<file path="src/rtl/bitserial_logic16_pkg.sv">
// Shared encodings for the bit-serial logic/add unit.
// Op codes, FSM states and the 1-bit carry majority helper.
package bitserial_logic16_pkg;

  localparam int unsigned WIDTH_DEF = 16;

  typedef enum logic [1:0] {
    OP_AND = 2'b00,
    OP_OR  = 2'b01,
    OP_XOR = 2'b10,
    OP_ADD = 2'b11
  } op_e;

  typedef enum logic [1:0] {
    S_IDLE = 2'b00,
    S_RUN  = 2'b01,
    S_DONE = 2'b10
  } state_e;

  function automatic logic maj3(input logic x, input logic y, input logic z);
    return (x & y) | (x & z) | (y & z);
  endfunction

endpackage

</file>
<file path="src/rtl/bitserial_logic16_if.sv">
// Operand/result handshake bundle for bitserial_logic16.
interface bitserial_logic16_if #(parameter int unsigned WIDTH = 16);
  logic             in_valid;
  logic             in_ready;
  logic [WIDTH-1:0] a;
  logic [WIDTH-1:0] b;
  logic [1:0]       op;
  logic             out_valid;
  logic             out_ready;
  logic [WIDTH-1:0] out;
  logic             busy;

  modport master (
    output in_valid, a, b, op, out_ready,
    input  in_ready, out_valid, out, busy
  );

  modport slave (
    input  in_valid, a, b, op, out_ready,
    output in_ready, out_valid, out, busy
  );
endinterface

</file>
<file path="src/rtl/bitserial_logic16_serial_op_cell.sv">
// Combinational 1-bit slice: logic op or full-adder bit.
// carry_out is always the majority; the parent decides whether to keep it.
module serial_op_cell
  import bitserial_logic16_pkg::*;
(
  input  op_e  op,
  input  logic a_bit,
  input  logic b_bit,
  input  logic carry_in,
  output logic r,
  output logic carry_out
);

  always_comb begin
    r         = 1'b0;
    carry_out = maj3(a_bit, b_bit, carry_in);
    unique case (op)
      OP_AND:  r = a_bit & b_bit;
      OP_OR:   r = a_bit | b_bit;
      OP_XOR:  r = a_bit ^ b_bit;
      OP_ADD:  r = a_bit ^ b_bit ^ carry_in;
      default: r = 1'b0;
    endcase
  end

endmodule

</file>
<file path="src/rtl/bitserial_logic16.sv">
// Bit-serial AND/OR/XOR/ADD over WIDTH cycles, LSB first.
// Operands accepted in IDLE, result held in DONE until taken.
module bitserial_logic16
  import bitserial_logic16_pkg::*;
#(
  parameter int unsigned WIDTH = WIDTH_DEF
) (
  input  logic               clk,
  input  logic               rst_n,
  bitserial_logic16_if.slave bus
);

  localparam int unsigned CNT_W = (WIDTH > 1) ? $clog2(WIDTH) : 1;

  state_e             state_q, state_d;
  op_e                op_q, op_d;
  logic [WIDTH-1:0]   sa_q, sa_d;
  logic [WIDTH-1:0]   sb_q, sb_d;
  logic [WIDTH-1:0]   res_q, res_d;
  logic [WIDTH-1:0]   out_q, out_d;
  logic [CNT_W-1:0]   cnt_q, cnt_d;
  logic               carry_q, carry_d;
  logic               out_valid_q, out_valid_d;
  logic               r_bit;
  logic               carry_nxt;

  serial_op_cell u_cell (
    .op        (op_q),
    .a_bit     (sa_q[0]),
    .b_bit     (sb_q[0]),
    .carry_in  (carry_q),
    .r         (r_bit),
    .carry_out (carry_nxt)
  );

  // Next-state and datapath update
  always_comb begin
    state_d     = state_q;
    op_d        = op_q;
    sa_d        = sa_q;
    sb_d        = sb_q;
    res_d       = res_q;
    out_d       = out_q;
    cnt_d       = cnt_q;
    carry_d     = carry_q;
    out_valid_d = out_valid_q;

    unique case (state_q)
      S_IDLE: begin
        if (bus.in_valid) begin
          sa_d    = bus.a;
          sb_d    = bus.b;
          op_d    = op_e'(bus.op);
          res_d   = '0;
          cnt_d   = '0;
          carry_d = 1'b0;
          state_d = S_RUN;
        end
      end
      S_RUN: begin
        sa_d  = sa_q >> 1;
        sb_d  = sb_q >> 1;
        res_d = {r_bit, res_q[WIDTH-1:1]};
        cnt_d = CNT_W'(cnt_q + 1'b1);
        if (op_q == OP_ADD) carry_d = carry_nxt;
        if (cnt_q == CNT_W'(WIDTH - 1)) begin
          out_d       = res_d;
          out_valid_d = 1'b1;
          state_d     = S_DONE;
        end
      end
      S_DONE: begin
        if (bus.out_ready) begin
          out_valid_d = 1'b0;
          state_d     = S_IDLE;
        end
      end
      default: state_d = S_IDLE;
    endcase
  end

  always_ff @(posedge clk or negedge rst_n) begin
    if (!rst_n) begin
      state_q     <= S_IDLE;
      op_q        <= OP_AND;
      sa_q        <= '0;
      sb_q        <= '0;
      res_q       <= '0;
      out_q       <= '0;
      cnt_q       <= '0;
      carry_q     <= 1'b0;
      out_valid_q <= 1'b0;
    end else begin
      state_q     <= state_d;
      op_q        <= op_d;
      sa_q        <= sa_d;
      sb_q        <= sb_d;
      res_q       <= res_d;
      out_q       <= out_d;
      cnt_q       <= cnt_d;
      carry_q     <= carry_d;
      out_valid_q <= out_valid_d;
    end
  end

  assign bus.out       = out_q;
  assign bus.out_valid = out_valid_q;
  assign bus.in_ready  = (state_q == S_IDLE);
  assign bus.busy      = (state_q != S_IDLE);

endmodule

</file>
<file path="src/flat_wrapper.sv">
// flat-port wrapper written by rule: the top's interface ports become plain ports
module bitserial_logic16_flat import bitserial_logic16_pkg::*;
#(
  parameter int unsigned WIDTH = WIDTH_DEF
)
  (clk, rst_n, bus_in_valid, bus_a, bus_b, bus_op, bus_out_ready, bus_in_ready, bus_out_valid, bus_out, bus_busy);
  bitserial_logic16_if #(.WIDTH(WIDTH)) bus_i ();
  input  logic clk;
  input  logic rst_n;
  input wire logic [$bits(bus_i.in_valid)-1:0] bus_in_valid;
  input wire logic [$bits(bus_i.a)-1:0] bus_a;
  input wire logic [$bits(bus_i.b)-1:0] bus_b;
  input wire logic [$bits(bus_i.op)-1:0] bus_op;
  input wire logic [$bits(bus_i.out_ready)-1:0] bus_out_ready;
  output wire logic [$bits(bus_i.in_ready)-1:0] bus_in_ready;
  output wire logic [$bits(bus_i.out_valid)-1:0] bus_out_valid;
  output wire logic [$bits(bus_i.out)-1:0] bus_out;
  output wire logic [$bits(bus_i.busy)-1:0] bus_busy;
  assign bus_i.in_valid = bus_in_valid;
  assign bus_i.a = bus_a;
  assign bus_i.b = bus_b;
  assign bus_i.op = bus_op;
  assign bus_i.out_ready = bus_out_ready;
  assign bus_in_ready = bus_i.in_ready;
  assign bus_out_valid = bus_i.out_valid;
  assign bus_out = bus_i.out;
  assign bus_busy = bus_i.busy;
  bitserial_logic16 #(.WIDTH(WIDTH)) u_core (.clk(clk), .rst_n(rst_n), .bus(bus_i));
endmodule
</file>
<file path="config.mk">
export PLATFORM = sky130hd
export DESIGN_NAME = bitserial_logic16_flat
export DESIGN_NICKNAME = d
export VERILOG_FILES = /design/src/rtl/bitserial_logic16_pkg.sv /design/src/rtl/bitserial_logic16_if.sv /design/src/rtl/bitserial_logic16_serial_op_cell.sv /design/src/rtl/bitserial_logic16.sv /design/src/flat_wrapper.sv
export SDC_FILE = /design/constraint.sdc
export NUM_CORES = 1
export LEC_CHECK = 0
export ABC_AREA = 1
export CAP_MARGIN = 20
export CELL_PAD_IN_SITES_DETAIL_PLACEMENT = 1
export CELL_PAD_IN_SITES_GLOBAL_PLACEMENT = 2
export CORE_MARGIN = 2
export CORE_UTILIZATION = 34
export DETAILED_ROUTE_END_ITERATION = 10
export PLACE_DENSITY_LB_ADDON = 0.1
export REMOVE_ABC_BUFFERS = 1
export SLEW_MARGIN = 20
export SYNTH_ARGS = -nofsm -noshare
export SYNTH_HDL_FRONTEND = slang
export SYNTH_SLANG_ARGS = --single-unit
</file>
<file path="constraint.sdc">
create_clock -name clk -period 3.1 [get_ports clk]
set_clock_uncertainty 0.15 [all_clocks]
set_input_delay 0.62 -clock clk [delete_from_list [all_inputs] [get_ports clk]]
set_output_delay 0.62 -clock clk [all_outputs]
set_load 0.005 [all_outputs]
</file>
==> impl_metrics.env, run 1 <==
export IMPL_grt_max_degree=74
export IMPL_dr_pass1_iters=4
export IMPL_ys_types=22
export IMPL_yosys_area_top_type="dfrtp_1"
export IMPL_yosys_area_top_type_share=0.5564
export IMPL_end_kind="primary output"
export IMPL_tns_ns=0
export IMPL_vias=2504
export IMPL_utilization=0.4453
export IMPL_fmax_mhz=386.6
export IMPL_ant_nets=0
export IMPL_grt_pass1_vias=2394
export IMPL_slew_viol_final=0
export IMPL_multi_input_area_um2=1111
export IMPL_clk_pin_slew_ns=0.08
export IMPL_worst_path_largest_cell_delay_ns=0.61
export IMPL_cp_required_ns=2.33
export IMPL_setup_worst_path_start_class="flip-flop"
export IMPL_postSynthRegisterBits=73
export IMPL_core_area_um2=9284
export IMPL_period_needed_ns=2.586
export IMPL_grt_pass1_wl_mm=11.51
export IMPL_ios=57
export IMPL_post_cts_repair_setup_buffers=0
export IMPL_dieArea_um2=10460
export IMPL_p_leak_nw=1.885
export IMPL_path_cells="nor2_1, clkdlybuf4s50_1"
export IMPL_maxCapViolCount=0
export IMPL_cts_buffers=9
export IMPL_rsz0062_at_grt="false"
export IMPL_p_total_mw=3.869
export IMPL_syn_inst=368
export IMPL_syn_area_per_cell_um2=8.922
export IMPL_hold_violations=0
export IMPL_n_fill_cell=1101
export IMPL_synth_warnings=0
export IMPL_hp_class="in2async"
export IMPL_critical_path_class="reg2out"
export IMPL_vdd_drop_max_mv=0.4976
export IMPL_clk_latency_ns=0.34
export IMPL_slowest_stage="clkdlybuf4s50_1"
export IMPL_final_layout_size_suffix_gt1_frac=0.09624
export IMPL_crit_family="buffers and inverters"
export IMPL_drc=0
export IMPL_antenna_cells=0
export IMPL_drt_initial_drc_count=105
export IMPL_synth_area_leaders="dfrtp_1 56%, nand2_1 12%, inv_1 5.8%"
export IMPL_cts_resized=0
export IMPL_initial_core_util=0.3536
export IMPL_seqCellArea_um2=1827
export IMPL_routed_wl_mm=6.677
export IMPL_routabilityCongestion=0.6809
export IMPL_grtUsageMet2=0.2186
export IMPL_overflow=0
export IMPL_fin_area_um2=4134
export IMPL_dpl_hpwl_mm=4.566
export IMPL_nets=463
export IMPL_io_buffers=56
export IMPL_synthesis_area_um2=3283
export IMPL_slew_headroom=0.3860
export IMPL_use_met3=0.02668
export IMPL_cts_root_buf="clkbuf_8"
export IMPL_worstMarginPinSlew_ns=0.9210
export IMPL_met1_usage=0.1972
export IMPL_pre_cts_ws_ns=0.7266
export IMPL_critPathBufInv=1
export IMPL_die_w_um=102.3
export IMPL_cts_buffer_depth=2
export IMPL_setup_slack_ns=0.5135
export IMPL_cts_tree="yes"
export IMPL_placed_area_um2=3906
export IMPL_antenna_found_initial=0
export IMPL_cts_hold_buf=0
export IMPL_cts_sinks=73
export IMPL_p_per_area_nw_per_um2=935.9
export IMPL_fp_dieH_um=102.3
export IMPL_htree_levels=3
export IMPL_path_max_fanout=6
export IMPL_seq_area_frac_synth=0.5564
export IMPL_critPathArrivalTime_ns=1.82
export IMPL_area_growth_syn_to_layout_pct=25.91
export IMPL_top_usage_layer="met2"
export IMPL_via_per_inst=4.512
export IMPL_setup_violations=0
export IMPL_drt_wirelength_per_cell_um=12.03
export IMPL_grt_usage=0.1414
export IMPL_min_period_over_period=0.8344
export IMPL_std_cell_rows=35
export IMPL_status="finished, final reports clean"
[layout by cell type, fill, tap and decap left out]
cell / netlist / final
nand2_1: 106 / 106
dfrtp_1: 73 / 73
clkdlybuf4s50_1: 0 / 55
inv_1: 51 / 51
o21ai_0: 37 / 37
o21ai_1: 25 / 25
o21ai_2: 15 / 15
o22ai_1: 15 / 15
clkbuf_8: 0 / 10
nand3_1: 9 / 9
nor2_1: 6 / 6
buf_4: 1 / 5
ha_1: 3 / 3
inv_2: 2 / 2
bufinv_16: 0 / 2
o21ai_4: 1 / 1
nand2_2: 1 / 1
a21oi_1: 1 / 1
xnor2_1: 1 / 1
a22o_1: 1 / 1
o31ai_1: 1 / 1
fa_1: 1 / 1
inv_6: 0 / 1
clkinvlp_4: 0 / 1
clkinv_4: 0 / 1
clkinv_2: 0 / 1
buf_12: 0 / 1
[flip-flops by register name, summed over array words and instances (netlist names)]
| signal | cells |
|---|---|
| u_core.op_q | 2 |
| u_core.bus.out | 16 |
| u_core.res_q | 15 |
| u_core.sa_q | 16 |
| u_core.sb_q | 16 |
| u_core.state_q | 2 |
| u_core.carry_q | 1 |
| u_core.bus.out_valid | 1 |
| u_core.cnt_q | 4 |
[layout make-up]
cell class,instances,share of cell area
clock buffer,10,0.03329
sequential,73,0.4419
clock inverter,6,0.02179
timing repair buffer,61,0.1471
inverter,53,0.04812
multi-input combinational,223,0.2688
tap,129,0.03904
[metrics by stage]
stage          std cells  hold slack [ns]
2_1_floorplan        349           0.1744
3_3_place_gp         539           0.3074
3_5_place_dp         539           0.3170
4_1_cts              555           0.2971
5_1_grt              555           0.3447
6_report             555           0.2555
[synth_stat cells]
cell / n
a22o_1: 1
inv_1: 51
o21ai_1: 25
o21ai_0: 37
buf_2: 3
o21ai_2: 15
nand2_1: 106
o31ai_1: 1
ha_1: 3
o21ai_4: 1
inv_2: 2
nand2_2: 1
xnor2_1: 1
buf_4: 1
nor2_1: 6
buf_6: 9
clkbuf_1: 6
fa_1: 1
dfrtp_1: 73
nand3_1: 9
o22ai_1: 15
a21oi_1: 1
[final timing paths]
kind                                         to  cells past startpoint  slack [ns]                  from
min                        u_core.bus.out_valid                      1        0.26                 rst_n
max in group asynchronous        u_core.sb_q[9]                      1        1.95                 rst_n
min reg2reg                u_core.bus.out_valid                      2        0.33  u_core.bus.out_valid
max reg2reg                      u_core.sb_q[3]                      7        1.21     u_core.state_q[0]
min in group clk           u_core.bus.out_valid                      2        0.33  u_core.bus.out_valid
max                                bus_in_ready                      2        0.51     u_core.state_q[0]
[worst register-to-register path, stage by stage, from the launching register on]
cell	delay, ns
dfrtp_1	0.47
nand2_2	0.25
buf_4	0.42
inv_1	0.23
nand2_1	0.11
nand2_1	0.05
nand2_1	0.05
o21ai_1	0.05
[routing by layer]
metal	part of all wire	up-vias	routed length, µm
met1	0.49	1167	3297
met4	0.017	0	115
met3	0.032	10	211
li1	-	1283	-
met2	0.46	44	3052
met5	0	-	0
[power breakdown]
part | switching, mW | total [mW] | internal [mW]
clock | 0.367 | 0.845 | 0.478
combinational | 0.873 | 1.52 | 0.643
sequential | 0.167 | 1.51 | 1.34
total | 1.41 | 3.87 | 2.46
[cell families (layout without fill, tap and decap cells)]
kind of cell    count (synthesis)  in the layout  share of synthesized area
simple gates                  122            122                     0.1437
buf+inv                        72            130                     0.1052
flops                          73             73                     0.5564
compound gates                 96             96                     0.1745
xor+xnor                        1              1                   0.002668
fa+ha+maj                       4              4                    0.01753
(Power assumes the default switching activity.)
==> run 2: changes to the inputs <==
--- a/config.mk
+++ b/config.mk
@@ -10,7 +10,7 @@
 export CELL_PAD_IN_SITES_DETAIL_PLACEMENT = 1
 export CELL_PAD_IN_SITES_GLOBAL_PLACEMENT = 2
 export CORE_MARGIN = 2
-export CORE_UTILIZATION = 34
+export CORE_UTILIZATION = 32
 export DETAILED_ROUTE_END_ITERATION = 10
 export PLACE_DENSITY_LB_ADDON = 0.1
 export REMOVE_ABC_BUFFERS = 1
==> constraint.sdc (replaced) <==
create_clock -name clk -period 2.48 [get_ports clk]
set_clock_uncertainty 0.15 [all_clocks]
set_input_delay 0.496 -clock clk [delete_from_list [all_inputs] [get_ports clk]]
set_output_delay 0.496 -clock clk [all_outputs]
set_load 0.005 [all_outputs]
==> impl_metrics.env, run 2 (synthesis results as in run 1) <==
export IMPL_status="finished, final reports clean"
export IMPL_ios=57
export IMPL_routabilityCongestion=0.6701
export IMPL_cts_tree="yes"
export IMPL_worstMarginPinSlew_ns=0.6451
export IMPL_cp_depth=4
export IMPL_slew_viol_final=0
export IMPL_post_cts_repair_setup_buffers=0
export IMPL_p_int_mw=2.985
export IMPL_core_area_um2=9864
export IMPL_ff2ff_path_depth=6
export IMPL_worst_path_largest_cell_delay_ns=0.49
export IMPL_cts_buffer_depth=2
export IMPL_via_per_inst=4.538
export IMPL_critPathArrivalTime_ns=1.63
export IMPL_p_leak_nw=1.891
export IMPL_min_period_over_period=0.9162
export IMPL_fp_dieH_um=105.3
export IMPL_placedCellCount=543
export IMPL_clk_pin_slew_ns=0.08
export IMPL_path_max_fanout=5
export IMPL_seqCellArea_um2=1827
export IMPL_critPathBufInv=3
export IMPL_drc=0
export IMPL_cts_sinks=73
export IMPL_fin_area_um2=4160
export IMPL_critical_path_class="reg2out"
export IMPL_fmax_mhz=440.1
export IMPL_path_cells="nor2_1, buf_4, inv_1, clkdlybuf4s50_1"
export IMPL_clock_power_share=0.197
export IMPL_die_w_um=105.3
export IMPL_setup_slack_ns=0.2078
export IMPL_p_per_area_nw_per_um2=1150
export IMPL_initial_core_util=0.3328
export IMPL_io_buffers=56
export IMPL_dr_pass1_iters=4
export IMPL_setup_worst_path_start_class="flip-flop"
export IMPL_pwr_share_comb=0.406
export IMPL_cp_required_ns=1.83
export IMPL_utilization=0.4217
export IMPL_swShare=0.3760
export IMPL_drt_wirelength_per_cell_um=12.51
export IMPL_grt_usage=0.1383
export IMPL_period_needed_ns=2.272
export IMPL_slew_headroom=0.5693
export IMPL_clk_latency_ns=0.33
export IMPL_drt_initial_drc_count=96
export IMPL_dieArea_um2=11090
export IMPL_placed_area_um2=3949
export IMPL_layout_commonest_cell="nand2_1"
export IMPL_cts_root_buf="clkbuf_8"
export IMPL_std_cell_rows=36
export IMPL_instances_no_fill=560
export IMPL_p_sw_mw=1.799
export IMPL_hold_violations=0
export IMPL_overflow=0
export IMPL_crit_family="buffers and inverters"
export IMPL_area_growth_syn_to_layout_pct=26.71
export IMPL_rsz0062_at_grt="false"
export IMPL_hp_class="reg2reg"
export IMPL_n_fill_cell=1186
export IMPL_maxCapViolCount=0
export IMPL_cts_buffers=9
export IMPL_antenna_cells=0
export IMPL_power_frac_seq=0.396
export IMPL_ant_nets=0
export IMPL_tns_ns=0
export IMPL_mostFrequentLayoutCells="106 x nand2_1, 73 x dfrtp_1, 55 x clkdlybuf4s50_1, 51 x inv_1, 37 x o21ai_0"
export IMPL_htree_levels=3
export IMPL_end_kind="primary output"
export IMPL_slowest_stage="clkdlybuf4s50_1"
export IMPL_setup_violations=0
export IMPL_grt_pass1_wl_mm=12.44
export IMPL_vdd_drop_max_mv=0.3536
export IMPL_grt_max_degree=77
export IMPL_routed_wl_mm=7.007
export IMPL_final_layout_size_suffix_gt1_frac=0.09602
export IMPL_dpl_hpwl_mm=4.854
export IMPL_vias=2541
export IMPL_pre_cts_ws_ns=0.3303
export IMPL_multi_input_area_um2=1111
export IMPL_whs_path_depth=2
export IMPL_nets=464
export IMPL_antenna_found_initial=0
export IMPL_grt_pass1_vias=2665
==> run 2: cell types whose count changed in the layout (fill, tap and decap cells not counted), sizes merged <==
cell	previous run	this run
dlygate4sd3	0	1
clkinv	2	3
inv	54	55
clkbuf	10	9
bufinv	2	1
==> run 2: worst reg2reg max path: cells and delay by family (launching register included) <==
family | cells | cell delay [ns]
flip-flops | 1 | 0.42
AO/OA/AOI/OAI | 1 | 0.08
adder cells (fa/ha/maj) | 1 | 0.24
AND/OR/NAND/NOR | 3 | 0.36
buffers and inverters | 1 | 0.48
==> run 2: through the flow <==
stage,hold slack (ns),power (mW)
6_report,0.3382,4.784
5_1_grt,0.3659,5.283
4_1_cts,0.3393,4.893
3_5_place_dp,0.2591,3.913
3_3_place_gp,0.2645,3.829
2_1_floorplan,0.05041,3.104
==> run 2: power groups by stage <==
stage               clock, mW  sequential (mW)  combinational, mW
finish                  0.945             1.90               1.94
global route             1.05             1.96               2.28
CTS                     0.984             1.90               2.01
detailed placement          0             1.92               1.99
global placement            0             1.90               1.93
floorplan                   0             1.88               1.22
==> run 2: path summary, 6_finish.rpt <==
path	start	slack, ns	end
max in group asynchronous	rst_n	1.17	u_core.sb_q[7]
min in group asynchronous	rst_n	0.44	u_core.state_q[1]
worst min register to register	u_core.bus.out[2]	0.34	u_core.bus.out[2]
worst max register to register	u_core.cnt_q[0]	0.69	u_core.bus.out[0]
worst max-delay path	u_core.state_q[0]	0.21	bus_busy
worst min-delay path	u_core.bus.out[2]	0.34	u_core.bus.out[2]
==> run 2: per-layer routing <==
| layer | GRT usage | wire length [µm] | vias up |
|---|---|---|---|
| li1 | - | - | 1275 |
| met3 | 0.03216 | 251 | 5 |
| met1 | 0.1835 | 3318 | 1213 |
| met4 | 0.03714 | 48 | 0 |
| met2 | 0.2272 | 3388 | 48 |
| met5 | 0 | 0 | - |
==> run 2: cell type report <==
type,instances,area share
Sequential cell,73,0.4391
Multi-Input combinational cell,223,0.2671
Timing Repair Buffer,62,0.1576
Inverter,53,0.04782
Tap cell,133,0.04000
Clock buffer,9,0.02977
Clock inverter,7,0.01865
==> run 2: what timing repair did <==
action / 4_1_cts / 5_1_grt
hold buffers: 1 / 0
resized for setup: 0 / 0
setup endpoints to repair: 0 / 0
endpoints found under the hold margin: 20 / 0
